[src/rtl/err_tlm_rx.sv]
// Receiver for the error-processor telemetry tag stream: deserialises MSB-first
// tag words framed by ETTS/ETCC, checks odd parity and keeps saturating stats.
module err_tlm_rx #(
  parameter int WORD_BITS = 26,
  parameter int PARITY    = 1,
  parameter int CNT_W     = 8,
  parameter int TIMEOUT   = 64
) (
  input  logic                 SIM_CLK,
  input  logic                 SIM_RST,
  input  logic                 BIT_STB,
  input  logic                 ETTS,
  input  logic                 TAGS,
  input  logic                 ETCC,
  output logic [WORD_BITS-1:0] WORD,
  output logic                 WORD_VLD,
  output logic                 PAR_ERR,
  output logic                 FRAME_ERR,
  output logic                 BUSY,
  output logic [CNT_W-1:0]     FRAME_CNT,
  output logic [CNT_W-1:0]     ERR_CNT,
  output logic [1:0]           dbg_state
);

  // Handshake: WORD_VLD is a one-clock valid pulse with no ready; the consumer
  // must take WORD in that cycle (WORD itself holds until the next good frame).

  localparam int BC_W = $clog2(WORD_BITS + 1);
  localparam int TM_W = $clog2(TIMEOUT + 1);

  typedef enum logic [1:0] {IDLE = 2'd0, SHIFT = 2'd1, PAR = 2'd2, DONE = 2'd3} state_t;

  state_t               state, state_nxt;
  logic                 etts_q;
  logic [WORD_BITS-1:0] sh;
  logic [BC_W-1:0]      bit_cnt;
  logic [TM_W-1:0]      tmo_cnt;

  logic                 start, last_data, tmo_hit, in_frame;
  logic                 frame_err_nxt, word_vld_nxt, par_err_nxt;
  logic [WORD_BITS-1:0] shifted, word_in;

  assign start     = ETTS & ~etts_q;
  assign shifted   = {sh[WORD_BITS-2:0], TAGS};
  assign last_data = (bit_cnt == BC_W'(WORD_BITS - 1));
  assign tmo_hit   = (tmo_cnt == TM_W'(TIMEOUT - 1));
  assign BUSY      = (state != IDLE);
  assign dbg_state = state;

  always_ff @(posedge SIM_CLK) begin
    if (SIM_RST) state <= IDLE;
    else         state <= state_nxt;
  end

  // Priority: ETTS low aborts first, then strobe handling, then timeout.
  always_comb begin
    state_nxt = state;
    case (state)
      IDLE:  if (start) state_nxt = SHIFT;
      SHIFT: begin
        if (!ETTS) state_nxt = IDLE;
        else if (BIT_STB) begin
          if (last_data) begin
            if (PARITY != 0) state_nxt = ETCC ? IDLE : PAR;
            else             state_nxt = ETCC ? DONE : IDLE;
          end else if (ETCC) begin
            state_nxt = IDLE;
          end
        end else if (tmo_hit) state_nxt = IDLE;
      end
      PAR: begin
        if (!ETTS)        state_nxt = IDLE;
        else if (BIT_STB) state_nxt = ETCC ? DONE : IDLE;
        else if (tmo_hit) state_nxt = IDLE;
      end
      DONE:    state_nxt = IDLE;
      default: state_nxt = IDLE;
    endcase
  end

  // Any exit from SHIFT/PAR other than into DONE is an aborted frame.
  always_comb begin
    in_frame      = (state == SHIFT) || (state == PAR);
    frame_err_nxt = in_frame && (state_nxt == IDLE);
    word_vld_nxt  = in_frame && (state_nxt == DONE);
    par_err_nxt   = (PARITY != 0) && word_vld_nxt && !(^{sh, TAGS});
    word_in       = (state == PAR) ? sh : shifted;
  end

  always_ff @(posedge SIM_CLK) begin
    if (SIM_RST) begin
      etts_q    <= 1'b0;
      sh        <= '0;
      bit_cnt   <= '0;
      tmo_cnt   <= '0;
      WORD      <= '0;
      WORD_VLD  <= 1'b0;
      PAR_ERR   <= 1'b0;
      FRAME_ERR <= 1'b0;
      FRAME_CNT <= '0;
      ERR_CNT   <= '0;
    end else begin
      etts_q    <= ETTS;
      WORD_VLD  <= word_vld_nxt;
      PAR_ERR   <= par_err_nxt;
      FRAME_ERR <= frame_err_nxt;
      if (word_vld_nxt) WORD <= word_in;
      if (word_vld_nxt && (FRAME_CNT != '1)) FRAME_CNT <= FRAME_CNT + 1'b1;
      if ((par_err_nxt || frame_err_nxt) && (ERR_CNT != '1)) ERR_CNT <= ERR_CNT + 1'b1;

      if (state == IDLE) begin
        if (start) begin
          sh      <= '0;
          bit_cnt <= '0;
          tmo_cnt <= '0;
        end
      end else if (in_frame) begin
        if (BIT_STB) tmo_cnt <= '0;
        else         tmo_cnt <= tmo_cnt + 1'b1;
        if ((state == SHIFT) && BIT_STB) begin
          sh      <= shifted;
          bit_cnt <= bit_cnt + 1'b1;
        end
      end
    end
  end

endmodule

[config.mk]
export PLATFORM = sky130hd
export DESIGN_NAME = err_tlm_rx
export DESIGN_NICKNAME = d
export VERILOG_FILES = /design/src/rtl/err_tlm_rx.sv
export SDC_FILE = /design/constraint.sdc
export NUM_CORES = 1
export LEC_CHECK = 0
export ABC_AREA = 1
export CAP_MARGIN = 25
export CORE_MARGIN = 2
export CORE_UTILIZATION = 35
export DETAILED_ROUTE_END_ITERATION = 12
export HOLD_SLACK_MARGIN = 0.06
export PLACE_DENSITY_LB_ADDON = 0.2
export SLEW_MARGIN = 0
export SYNTH_ARGS = -nofsm -noshare
export SYNTH_HDL_FRONTEND = slang
export SYNTH_SLANG_ARGS = --single-unit
[constraint.sdc]
create_clock -name SIM_CLK -period 4.8 [get_ports SIM_CLK]
set_input_delay 1.44 -clock SIM_CLK [delete_from_list [all_inputs] [get_ports SIM_CLK]]
set_output_delay 1.44 -clock SIM_CLK [all_outputs]
set_load 0.02 [all_outputs]
Word-level counts from Yosys, hierarchy flattened
Index checks and enable logic that the tools add are counted.
{"block": "totals", "regBits": 86, "latchBits": 0, "wordCells": 67, "mem_count": 0, "mem_bits_ro": 0, "ram_bits": 0, "output_inout_bits": 48, "in_bits": 6}
{"block": "op_classes", "n_lt_le_gt_ge": 0, "n_addsub": 4, "muxes": 24, "eq_ne": 9, "shift": 0, "n_reduce_logical": 17, "mul": 0, "bitwise": 2, "div": 0}
{"cell": "2-to-1 mux 26 bit", "n": 5}
{"cell": "2-to-1 mux 7 bit", "n": 4}
{"cell": "parity 27 bit", "n": 1}
{"cell": "2-to-1 mux 2 bit", "n": 10}
{"cell": "2-to-1 mux 5 bit", "n": 4}
{"cell": "adder 8 x 1 -> 8 bit (second input constant)", "n": 2}
{"cell": "!= test 8 bit (second input constant)", "n": 2}
{"cell": "one-hot mux 2 bit (4 select lines)", "n": 1}
{"cell": "adder 7 x 1 -> 7 bit (second input constant)", "n": 1}
{"cell": "== test 7 x 6 -> 1 bit (second input constant)", "n": 1}
{"cell": "== test 2 bit (second input constant)", "n": 3}
{"cell": "logical AND 1 bit", "n": 6}
{"cell": "nonzero test 2 bit", "n": 3}
{"cell": "adder 5 x 1 -> 5 bit (second input constant)", "n": 1}
{"cell": "== test 5 bit (second input constant)", "n": 1}
{"cell": "logical NOT 2 bit", "n": 2}
{"cell": "AND reduction 3 bit", "n": 1}
{"cell": "== test 2 x 1 -> 1 bit (second input constant)", "n": 1}
{"cell": "logical OR 1 bit", "n": 2}
{"cell": "!= test 2 bit (second input constant)", "n": 1}
{"cell": "AND reduction 2 bit", "n": 1}
{"cell": "bitwise AND 1 bit", "n": 1}
{"cell": "logical NOT 1 bit", "n": 1}
{"cell": "NOT 1 bit", "n": 1}

Longest topological paths before layout
Gate-level depths: netlist of run 1.
{"block": "depth", "ltp_word": 10, "depth_mapped": 18, "ltp_nobuf": 18}

Worst setup path after synthesis of run 1
OpenSTA, ideal clock, no wires.
{"block": "synth_path", "kind": "register to output", "from": "register state[0] (netlist: dbg_state[0])", "to": "output port BUSY", "slack_ns": 1.748, "n_path_buf": 2, "arrival_ns": 1.612, "path_stages_with_launch": 6, "path_cell_list": "dfxtp_1 inv_1 ha_1 inv_2 clkbuf_1 clkbuf_1"}
{"block": "synth_between", "elab_chain_len": 1}
{"element": "start: declaration", "line": "33", "rtl": "state_t state, state_nxt;"}
{"element": "start signal: assignment", "line": "52", "rtl": "else state <= state_nxt;"}
{"element": "nonzero test 2 bit", "line": "47", "rtl": "assign BUSY = (state != IDLE);"}
{"element": "end: declaration", "line": "19", "rtl": "output logic BUSY,"}
Every way passes these cells.

Worst setup path after layout of run 1
{"block": "layout_path", "from": "register state[1] (netlist: dbg_state[1])", "to": "output port BUSY"}
The elaborated chain is that of the path after synthesis.

==> summary.md, run 1 <==
| Metric | Value |
|---|---|
| Count of nets after finishing | `695` |
| Path depth of the worst reg2reg path | `13` |
| Postcts setup bufs | `0` |
| GRT overflow | `0` |
| Cell count after synthesis | `640` |
| CP Buf/Inv Count | `3` |
| Detailed Route WL | `10.3 mm` |
| Die H | `115 µm` |
| Setup slack at placement | `1190 ps` |
| FF+latch count, synth | `86` |
| Final Hold Vio Count | `0` |
| Max-cap viol count | `0` |
| Antenna violations before repair | `0` |
| Worst hold slack | `446 ps` |
| Max_slew headroom | `41.5%` |
| Top-count cell post-synth | `nand2_1` |
| RSZ-0062 raised after global routing | `false` |
| Synthesized area | `4320 µm²` |
| Fin Setup TNS | `0 ps` |
| Die X | `115 µm` |
| Max-slew violations | `0` |
| Die Area | `13300 µm²` |
| CTS tree | `done` |
| Via density | `4.95` |
| Status | `completed` |
| Min-Delay Path Depth | `1` |
| Power Density | `371 nW/µm²` |
| Largest net degree at the start of global routing | `48` |
| DRT met1 WL | `5.00 mm` |
| Hold_sp | `FRAME_CNT[5]` |
| GPL Wtd Cong | `0.815` |
| Avg Inst Size Synth | `6.75 µm²` |
| Maximum vdd drop | `0.204 mV` |
| Critical Path AT | `2410 ps` |
| Uppermost layer routed | `met4` |
| Pleak | `2.19 nW` |
| Ys flop type | `dfxtp_1` |
| Clock Path Buffers | `2` |
| Met3 routed WL | `471 µm` |
| Synth async-reset ratio | `0%` |
| EDFF count, synth | `0` |
| DR WL met2 | `4.67 mm` |
| Worst hold path endpoint | `FRAME_CNT[5]` |
| Final ANT Viol Nets | `0` |
| Max FO, Critical Path | `30` |
| Fin crit share | `80.2%` |
| Avg WL per Cell | `12.3 µm` |
| Post-Syn Nets | `655` |
| Tmin final | `3850 ps` |
| CTS Hold Buffers Added | `0` |
| Cell with the largest stage delay on the worst path | `clkdlybuf4s50_1` |
| Area growth, synth to finish | `22.4%` |
| IO Port Bufs | `53` |
| H-tree levels | `3` |
| CTS Buf Count | `9` |
| Core area | `12000 µm²` |
| Setup Skew | `5.27 ps` |
| Sequential element share of the synthesized area | `39.8%` |
| Worst path top cell family by delay | `buffers and inverters` |
| CP max stage delay | `720 ps` |
| Register-to-register setup slack | `2020 ps` |
| Share of the synthesized area in the top cell type | `39.8%` |
| Final Setup Violations | `0` |
| Worst hold path type | `flip-flop to flip-flop` |
| Slew @ Worst Pin | `876 ps` |
| Post-Route Utilization | `44.1%` |
| Fraction of layout cells with a size suffix above 1 | `4.67%` |
| Iteration count of the initial detailed-routing pass | `5` |
| CP Capture Type | `output port` |
| Reg2reg end | `WORD[16]` |
| Crit path cell chain | `inv_1, ha_1, inv_2, clkdlybuf4s50_1` |
| Worst-Skew Late Latency | `340 ps` |
| Worst flop-to-flop path startpoint | `dbg_state[1]` |
| Setup ws final | `951 ps` |
| Synth top area cells | `dfxtp_1, nand2_1, a21oi_1` |
| Clk root buf | `clkbuf_16` |
| DRC | `0` |
| Synth warnings | `0` |
| Fmax | `260 MHz` |
| Synth top cells by count | `nand2_1, dfxtp_1, a21oi_1` |
| Worst setup SP type | `flip-flop` |
| Initial Util | `36.0%` |
| Resize count post-CTS | `0` |
| CP Data Required Time | `3360 ps` |
| Synth area leader | `dfxtp_1` |
| Clock Sinks | `86` |
| Reg clk slew, reported paths | `60 ps` |
| Post-DP HPWL | `6.94 mm` |
| Starting DRT DRC Count | `265` |
| GRT Util Overall | `16.3%` |
| Via count | `4119` |
| Row Count | `40` |
| # IOs | `54` |
| Crit Path Class | `flip-flop to output port` |
| Vias in the first global route | `3858` |
| Yosys cell types | `34` |
| Antenna cells | `0` |
| First-pass GRT wire length | `17.7 mm` |
==> layer usage <==
metal,vias up,GRT usage [%]
met5,-,0
met4,0,4.74
met3,9,4.11
met2,77,27.6
met1,1858,20.6
li1,2175,-
==> cell usage in the layout, fill, tap and decap left out <==
master | Yosys | layout
a211oi_1 | 21 | 21
a21oi_1 | 66 | 66
a221oi_1 | 1 | 1
a31oi_1 | 4 | 4
and3_1 | 2 | 2
buf_4 | 0 | 5
bufinv_16 | 0 | 2
clkbuf_16 | 0 | 9
clkbuf_8 | 0 | 3
clkdlybuf4s50_1 | 0 | 53
clkinv_1 | 2 | 2
clkinvlp_4 | 0 | 1
dfxtp_1 | 86 | 86
ha_1 | 9 | 9
inv_1 | 57 | 57
inv_2 | 3 | 3
inv_6 | 0 | 1
nand2_1 | 198 | 198
nand2_2 | 3 | 3
nand3_1 | 25 | 25
nand3_2 | 2 | 2
nand3b_1 | 1 | 1
nand4_1 | 4 | 4
nor2_1 | 38 | 38
nor2_4 | 1 | 1
nor2_8 | 1 | 1
nor3_1 | 9 | 9
nor3b_1 | 2 | 2
o211a_1 | 1 | 1
o211ai_1 | 1 | 1
o21a_1 | 1 | 1
o21ai_0 | 62 | 62
o21ai_1 | 2 | 2
or2_2 | 1 | 1
xnor2_1 | 4 | 4
xor2_1 | 4 | 4
==> per-stage QoR <==
step                      total power, mW  cells  cell area [µm²]
after global placement               1.17    816             4950
after CTS                            1.98    832             5290
after detailed placement             1.18    816             4950
final                                1.96    832             5290
after floorplan                      1.09    640             4320
after global routing                 2.08    832             5290
==> power by group <==
group	switching [mW]	leakage, nW	internal, mW	total (mW)
combinational	0.257	1.33	0.125	0.382
sequential	0.0378	0.697	0.749	0.787
clock	0.291	0.165	0.501	0.792
==> kinds of logic after synthesis <==
| group | count (synthesis) | share of synthesized area [%] |
|---|---|---|
| AND/OR/NAND/NOR | 287 | 27.6 |
| AO/OA/AOI/OAI | 159 | 20.1 |
| buffers and inverters | 91 | 8.31 |
| flip-flops | 86 | 39.8 |
| adder cells (fa/ha/maj) | 9 | 2.60 |
| XOR/XNOR | 8 | 1.62 |
==> worst max-delay path by stage <==
| stage | from | end | slack (ps) | cells after the start |
|---|---|---|---|---|
| 3_3_place_gp | ETTS | WORD[16] | 1270 | 12 |
| 3_5_place_dp | ETTS | ERR_CNT[4] | 1190 | 14 |
| 4_1_cts | dbg_state[1] | BUSY | 940 | 4 |
| 5_1_grt | dbg_state[1] | BUSY | 850 | 4 |
| 2_1_floorplan | dbg_state[0] | BUSY | 1750 | 5 |
| 6_report | dbg_state[1] | BUSY | 950 | 4 |
==> worst reg2reg max path, stage by stage, from the launching register on <==
cell and delay, ps:
dfxtp_1 370, inv_1 140, ha_1 300, inv_2 300, nand2_2 200, nand2_1 80, nand2_1 60, o21ai_1 70
inv_2 70, nand3_2 130, nor2_8 290, buf_4 360, o21ai_0 130, a31oi_1 200
==> sequential cells by signal, summed over array words and instances (netlist names) <==
| name | cells |
|---|---|
| FRAME_CNT | 8 |
| bit_cnt | 5 |
| ERR_CNT | 8 |
| PAR_ERR | 1 |
| etts_q | 1 |
| WORD | 26 |
| tmo_cnt | 7 |
| sh | 26 |
| dbg_state | 2 |
| WORD_VLD | 1 |
| FRAME_ERR | 1 |
==> area by class of cell <==
type | count | area (µm²)
Clock buffer | 12 | 267
Clock inverter | 4 | 76.3
Fill cell | 1229 | 6720
Inverter | 62 | 233
Multi-Input combinational cell | 463 | 2240
Sequential cell | 86 | 1720
Tap cell | 147 | 184
Timing Repair Buffer | 58 | 568
Power figures use the tool's default switching activity.
==> run 2: changes to the inputs <==
Clock period 4.8 ns to 3.66 ns, I/O delays scaled along.
==> run 2 against run 1 <==
Net effect: sequential power rose by 31%; combinational power increased by 31%; core utilization rose by 0.073 points; final cell count up 0.24%; sequential share of layout area decreased by 0.054 points; count of clock-buffer cells in the layout fell by 2; critical path type unchanged.
==> summary.md, run 2 (synthesis results as in run 1) <==
| Metric | Value |
|---|---|
| Max-slew violations | `0 (unchanged)` |
| Max FO, Critical Path | `6 (was 30)` |
| CTS Hold Buffers Added | `0 (unchanged)` |
| Antenna violations before repair | `0 (unchanged)` |
| CP Data Required Time | `2560 ps (was 3360 ps)` |
| Fmax | `332 MHz` |
| Final Hold Vio Count | `0 (unchanged)` |
| Resize count post-CTS | `0 (unchanged)` |
| IO Port Bufs | `53 (unchanged)` |
| GRT overflow | `0 (unchanged)` |
| Antenna cells | `0 (unchanged)` |
| Post-Route Utilization | `44.1% (about the same)` |
| Worst hold path type | `flip-flop to flip-flop (unchanged)` |
| Via count | `4121 (was 4119)` |
| Count of nets after finishing | `697 (was 695)` |
| Initial Util | `36.0% (unchanged)` |
| Max-cap viol count | `0 (unchanged)` |
| Fraction of layout cells with a size suffix above 1 | `4.95% (was 4.67%)` |
| Power Density | `477 nW/µm² (was 371 nW/µm²)` |
| Critical path origin | `dbg_state[1] (unchanged)` |
| Die X | `115 µm (unchanged)` |
| Crit Path Class | `flip-flop to output port (unchanged)` |
| Worst-Skew Late Latency | `340 ps (about the same)` |
| Maximum vdd drop | `0.273 mV (was 0.204 mV)` |
| Clock Sinks | `86 (unchanged)` |
| Iteration count of the initial detailed-routing pass | `5 (unchanged)` |
| Worst hold slack | `460 ps (was 446 ps)` |
| Reg area | `1720 µm² (unchanged)` |
| Die Area | `13300 µm² (unchanged)` |
| H-tree levels | `3 (unchanged)` |
| RSZ-0062 raised after global routing | `false (unchanged)` |
| Clk root buf | `clkbuf_16 (unchanged)` |
| Filler instances | `1239 (was 1229)` |
| Worst flop-to-flop path startpoint | `dbg_state[1] (unchanged)` |
| Avg WL per Cell | `12.0 µm (was 12.3 µm)` |
| GPL Wtd Cong | `0.858 (was 0.815)` |
| Commonest cells after routing, fill and taps aside | `nand2_1, dfxtp_1, a21oi_1, o21ai_0, inv_1 (unchanged)` |
| Row Count | `40 (unchanged)` |
| Tmin final | `3010 ps` |
| Via density | `4.94 (was 4.95)` |
| Final ANT Viol Nets | `0 (unchanged)` |
| Area growth, synth to finish | `22.6% (was 22.4%)` |
| Postcts setup bufs | `0 (unchanged)` |
| Slew @ Worst Pin | `500 ps (was 876 ps)` |
| # IOs | `54 (unchanged)` |
| Max_slew headroom | `66.3% (was 41.5%)` |
| Hold_sp | `FRAME_CNT[5] (unchanged)` |
| Setup Skew | `7.29 ps (was 5.27 ps)` |
| Fin Setup TNS | `0 ps (unchanged)` |
| Layout Cells excl Fill | `834 (was 832)` |
| Multi-input gate area | `2240 µm² (unchanged)` |
| Detailed Route WL | `10.0 mm (was 10.3 mm)` |
| Tot Pwr | `2.53 mW (was 1.96 mW)` |
| Starting DRT DRC Count | `266 (was 265)` |
| Largest net degree at the start of global routing | `54 (was 48)` |
| DRC | `0 (unchanged)` |
| CTS Buf Count | `9 (unchanged)` |
| First-pass GRT wire length | `17.4 mm (was 17.7 mm)` |
| CTS tree | `done (unchanged)` |
| Commonest non-fill, non-tap cell in the layout | `nand2_1 (unchanged)` |
| Top Registers | `WORD: 26 flops, sh: 26 flops (unchanged)` |
| Pleak | `2.19 nW (about the same)` |
| Final Setup Violations | `0 (unchanged)` |
| Critical Path AT | `1910 ps (was 2410 ps)` |
| CP Capture Type | `output port (unchanged)` |
| Post-DP HPWL | `6.85 mm (was 6.94 mm)` |
| Worst setup SP type | `flip-flop (unchanged)` |
| GRT Util Overall | `16.3% (about the same)` |
| Dpl cells | `818 (was 816)` |
| Status | `completed (unchanged)` |
| Fin crit share | `82.3%` |
| Die H | `115 µm (unchanged)` |
| Core area | `12000 µm² (unchanged)` |
| Reg clk slew, reported paths | `60 ps (about the same)` |
| Vias in the first global route | `3769 (was 3858)` |
| Clock Path Buffers | `2 (unchanged)` |
==> run 2: cell types whose count changed in the layout (fill, tap and decap cells not counted) <==
cell / change
inv_6: -1
clkinvlp_4: +1
buf_12: +1
clkbuf_8: -2
clkinv_2: +2
buf_4: +1
==> run 2: layer usage <==
metal  global-route usage (%)  wire, µm
met3                     5.06       398
met1                     20.5      4800
met2                     27.2      4770
met4                     4.10        79
met5                        0         0
==> run 2: area by class of cell <==
class	instances	area share, %
Multi-Input combinational cell	463	42.3
Sequential cell	86	32.5
Timing Repair Buffer	60	11.2
Clock buffer	10	4.51
Inverter	62	4.39
Tap cell	147	3.47
Clock inverter	6	1.61
==> run 2: critical path: stages (launching register included) <==
cell             delay, ps
dfxtp_1                450
inv_1                  120
ha_1                   290
inv_2                  110
clkdlybuf4s50_1        600
==> run 2: worst paths after layout <==
check	to	slack, ps	cells past startpoint
worst min register to register	FRAME_CNT[5]	460	1
worst max-delay path	BUSY	650	4
worst max register to register	bit_cnt[3]	1100	10
worst min-delay path	FRAME_CNT[5]	460	1
==> run 2: per-stage QoR <==
stage / cell area (µm²) / worst slack, ps
2_1_floorplan: 4320 / 950
3_3_place_gp: 4980 / 664
3_5_place_dp: 4980 / 627
4_1_cts: 5300 / 629
5_1_grt: 5300 / 543
6_report: 5300 / 648
==> run 2: report_power, final <==
group / total (mW) / internal [mW] / switching (mW)
logic: 0.500 / 0.167 / 0.333
clock network: 0.997 / 0.614 / 0.383
registers: 1.03 / 0.982 / 0.0497
total: 2.53 / 1.76 / 0.765
==> run 3: changes to the inputs <==
Clock period 3.66 ns to 3.02 ns, I/O delays scaled along.
==> run 3 against run 2 <==
Net effect: non-clock buffer count up 1; largest cell class unchanged; register-to-register slack worse by 380 ps; critical path depth unchanged.
==> summary.md, run 3 (synthesis results as in run 1) <==
| Metric | Value |
|---|---|
| Initial Util | `36.0% (unchanged)` |
| Starting DRT DRC Count | `267 (was 266)` |
| GPL Wtd Cong | `0.826 (was 0.858)` |
| Worst hold path type | `flip-flop to flip-flop (unchanged)` |
| Core area | `12000 µm² (unchanged)` |
| First-pass GRT wire length | `17.4 mm (about the same)` |
| CP max stage delay | `630 ps (was 600 ps)` |
| Fin crit share | `95.2%` |
| Critical Path AT | `1970 ps (was 1910 ps)` |
| Postcts setup bufs | `0 (unchanged)` |
| Reg2reg end | `ERR_CNT[6] (was bit_cnt[3])` |
| H-tree levels | `3 (unchanged)` |
| Final Hold Vio Count | `0 (unchanged)` |
| Fraction of layout cells with a size suffix above 1 | `4.94% (was 4.95%)` |
| Max FO, Critical Path | `6 (unchanged)` |
| CP Data Required Time | `2110 ps (was 2560 ps)` |
| Iteration count of the initial detailed-routing pass | `4 (was 5)` |
| Clock Path Buffers | `2 (unchanged)` |
| Fmax | `348 MHz` |
| CP Capture Type | `output port (unchanged)` |
| Post-Route Utilization | `44.3% (was 44.1%)` |
| Count of nets after finishing | `698 (was 697)` |
| Worst hold path endpoint | `FRAME_CNT[5] (unchanged)` |
| Die X | `115 µm (unchanged)` |
| # IOs | `54 (unchanged)` |
| Tmin final | `2870 ps` |
| Max-cap viol count | `0 (unchanged)` |
| Reg clk slew, reported paths | `60 ps (about the same)` |
| GRT Util Overall | `16.4% (was 16.3%)` |
| Pleak | `2.20 nW (was 2.19 nW)` |
| Layout Cells excl Fill | `835 (was 834)` |
| Via density | `4.87 (was 4.94)` |
| Hold_sp | `FRAME_CNT[5] (unchanged)` |
| Resize count post-CTS | `0 (unchanged)` |
| CTS Buf Count | `9 (unchanged)` |
| Commonest non-fill, non-tap cell in the layout | `nand2_1 (unchanged)` |
| Worst flop-to-flop path startpoint | `dbg_state[0] (was dbg_state[1])` |
| CTS Hold Buffers Added | `0 (unchanged)` |
| Max-slew violations | `0 (unchanged)` |
| Worst hold slack | `460 ps (about the same)` |
| Power Density | `586 nW/µm² (was 477 nW/µm²)` |
| Commonest cells after routing, fill and taps aside | `nand2_1, dfxtp_1, a21oi_1, o21ai_0, inv_1 (unchanged)` |
| Antenna violations before repair | `0 (unchanged)` |
| DRC | `0 (unchanged)` |
| Setup slack at placement | `156 ps (was 627 ps)` |
| Path depth of the worst reg2reg path | `15 (was 10)` |
| Min-Delay Path Depth | `1 (unchanged)` |
| Row Count | `40 (unchanged)` |
| Slew @ Worst Pin | `514 ps (was 500 ps)` |
| Clk root buf | `clkbuf_16 (unchanged)` |
| Status | `completed (unchanged)` |
| Final Setup Violations | `0 (unchanged)` |
| Setup ws final | `145 ps (was 648 ps)` |
| Register-to-register setup slack | `720 ps (was 1100 ps)` |
| Clock Sinks | `86 (unchanged)` |
| Via count | `4070 (was 4121)` |
| Maximum vdd drop | `0.304 mV (was 0.273 mV)` |
| Post-DP HPWL | `6.97 mm (was 6.85 mm)` |
| Worst setup SP type | `flip-flop (unchanged)` |
| Top Registers | `WORD: 26 flops, sh: 26 flops (unchanged)` |
| Crit Path Class | `flip-flop to output port (unchanged)` |
| Largest net degree at the start of global routing | `54 (unchanged)` |
| Antenna cells | `0 (unchanged)` |
| Area growth, synth to finish | `23.1% (was 22.6%)` |
| RSZ-0062 raised after global routing | `false (unchanged)` |
| Dpl cells | `819 (was 818)` |
| Vias in the first global route | `3909 (was 3769)` |
| Cell with the largest stage delay on the worst path | `clkdlybuf4s50_1 (unchanged)` |
| Avg WL per Cell | `12.1 µm (was 12.0 µm)` |
| Die Area | `13300 µm² (unchanged)` |
| Fin Setup TNS | `0 ps (unchanged)` |
| Die H | `115 µm (unchanged)` |
| IO Port Bufs | `53 (unchanged)` |
| Final ANT Viol Nets | `0 (unchanged)` |
| CTS tree | `done (unchanged)` |
| Setup Skew | `3.94 ps (was 7.29 ps)` |
| GRT overflow | `0 (unchanged)` |
| Max_slew headroom | `65.4% (was 66.3%)` |
| Detailed Route WL | `10.1 mm (was 10.0 mm)` |
| Crit path cell chain | `inv_1, ha_1, inv_2, clkdlybuf4s50_1 (unchanged)` |
| Worst-Skew Late Latency | `340 ps (about the same)` |
## run 3: cell types whose count changed in the layout (fill, tap and decap cells not counted)
| cell | delta |
|---|---|
| clkbuf_1 | +1 |
| bufinv_16 | +1 |
| buf_4 | +1 |
| clkinv_2 | -1 |
| clkbuf_8 | -1 |
## run 3: how the worst max path moves through the flow
stage | startpoint | cells after the start | slack [ps] | to
3_5_place_dp | ETTS | 14 | 160 | ERR_CNT[6]
3_3_place_gp | BIT_STB | 15 | 200 | ERR_CNT[4]
2_1_floorplan | dbg_state[0] | 5 | 500 | BUSY
6_report | dbg_state[1] | 4 | 150 | BUSY
5_1_grt | dbg_state[1] | 4 | 30 | BUSY
4_1_cts | dbg_state[1] | 4 | 120 | BUSY
## run 3: power breakdown
part	total (mW)	internal (mW)	leakage [nW]	switching, mW
sequential	1.25	1.19	0.697	0.0599
clock	1.26	0.807	0.159	0.454
combinational	0.609	0.206	1.35	0.403
## run 3: final cells by class
| cell class | instances | area (µm²) |
|---|---|---|
| Timing Repair Buffer | 61 | 603 |
| Sequential cell | 86 | 1720 |
| Multi-Input combinational cell | 463 | 2240 |
| Inverter | 62 | 233 |
| Fill cell | 1246 | 6690 |
| Clock inverter | 6 | 110 |
| Tap cell | 147 | 184 |
| Clock buffer | 10 | 229 |
## run 3: per-stage QoR
step,power (mW),cell area (µm²)
floorplan,1.74,4320
global placement,1.87,4980
detailed placement,1.89,4980
CTS,3.17,5320
global route,3.33,5320
finish,3.12,5320
## run 3: metal layers
layer  vias to the layer above  share of wire [%]  GRT usage (%)
met5                         -                  0              0
met4                         0               0.84           4.50
met3                         7                3.6           5.17
met2                        59                 47           28.5
met1                      1820                 48           19.4
li1                       2184                  -              -
## run 3: critical path: cells and delay by family (launching register included)
family / cells / cell delay [ps]
flops: 1 / 430
buf+inv: 3 / 910
fa+ha+maj: 1 / 290
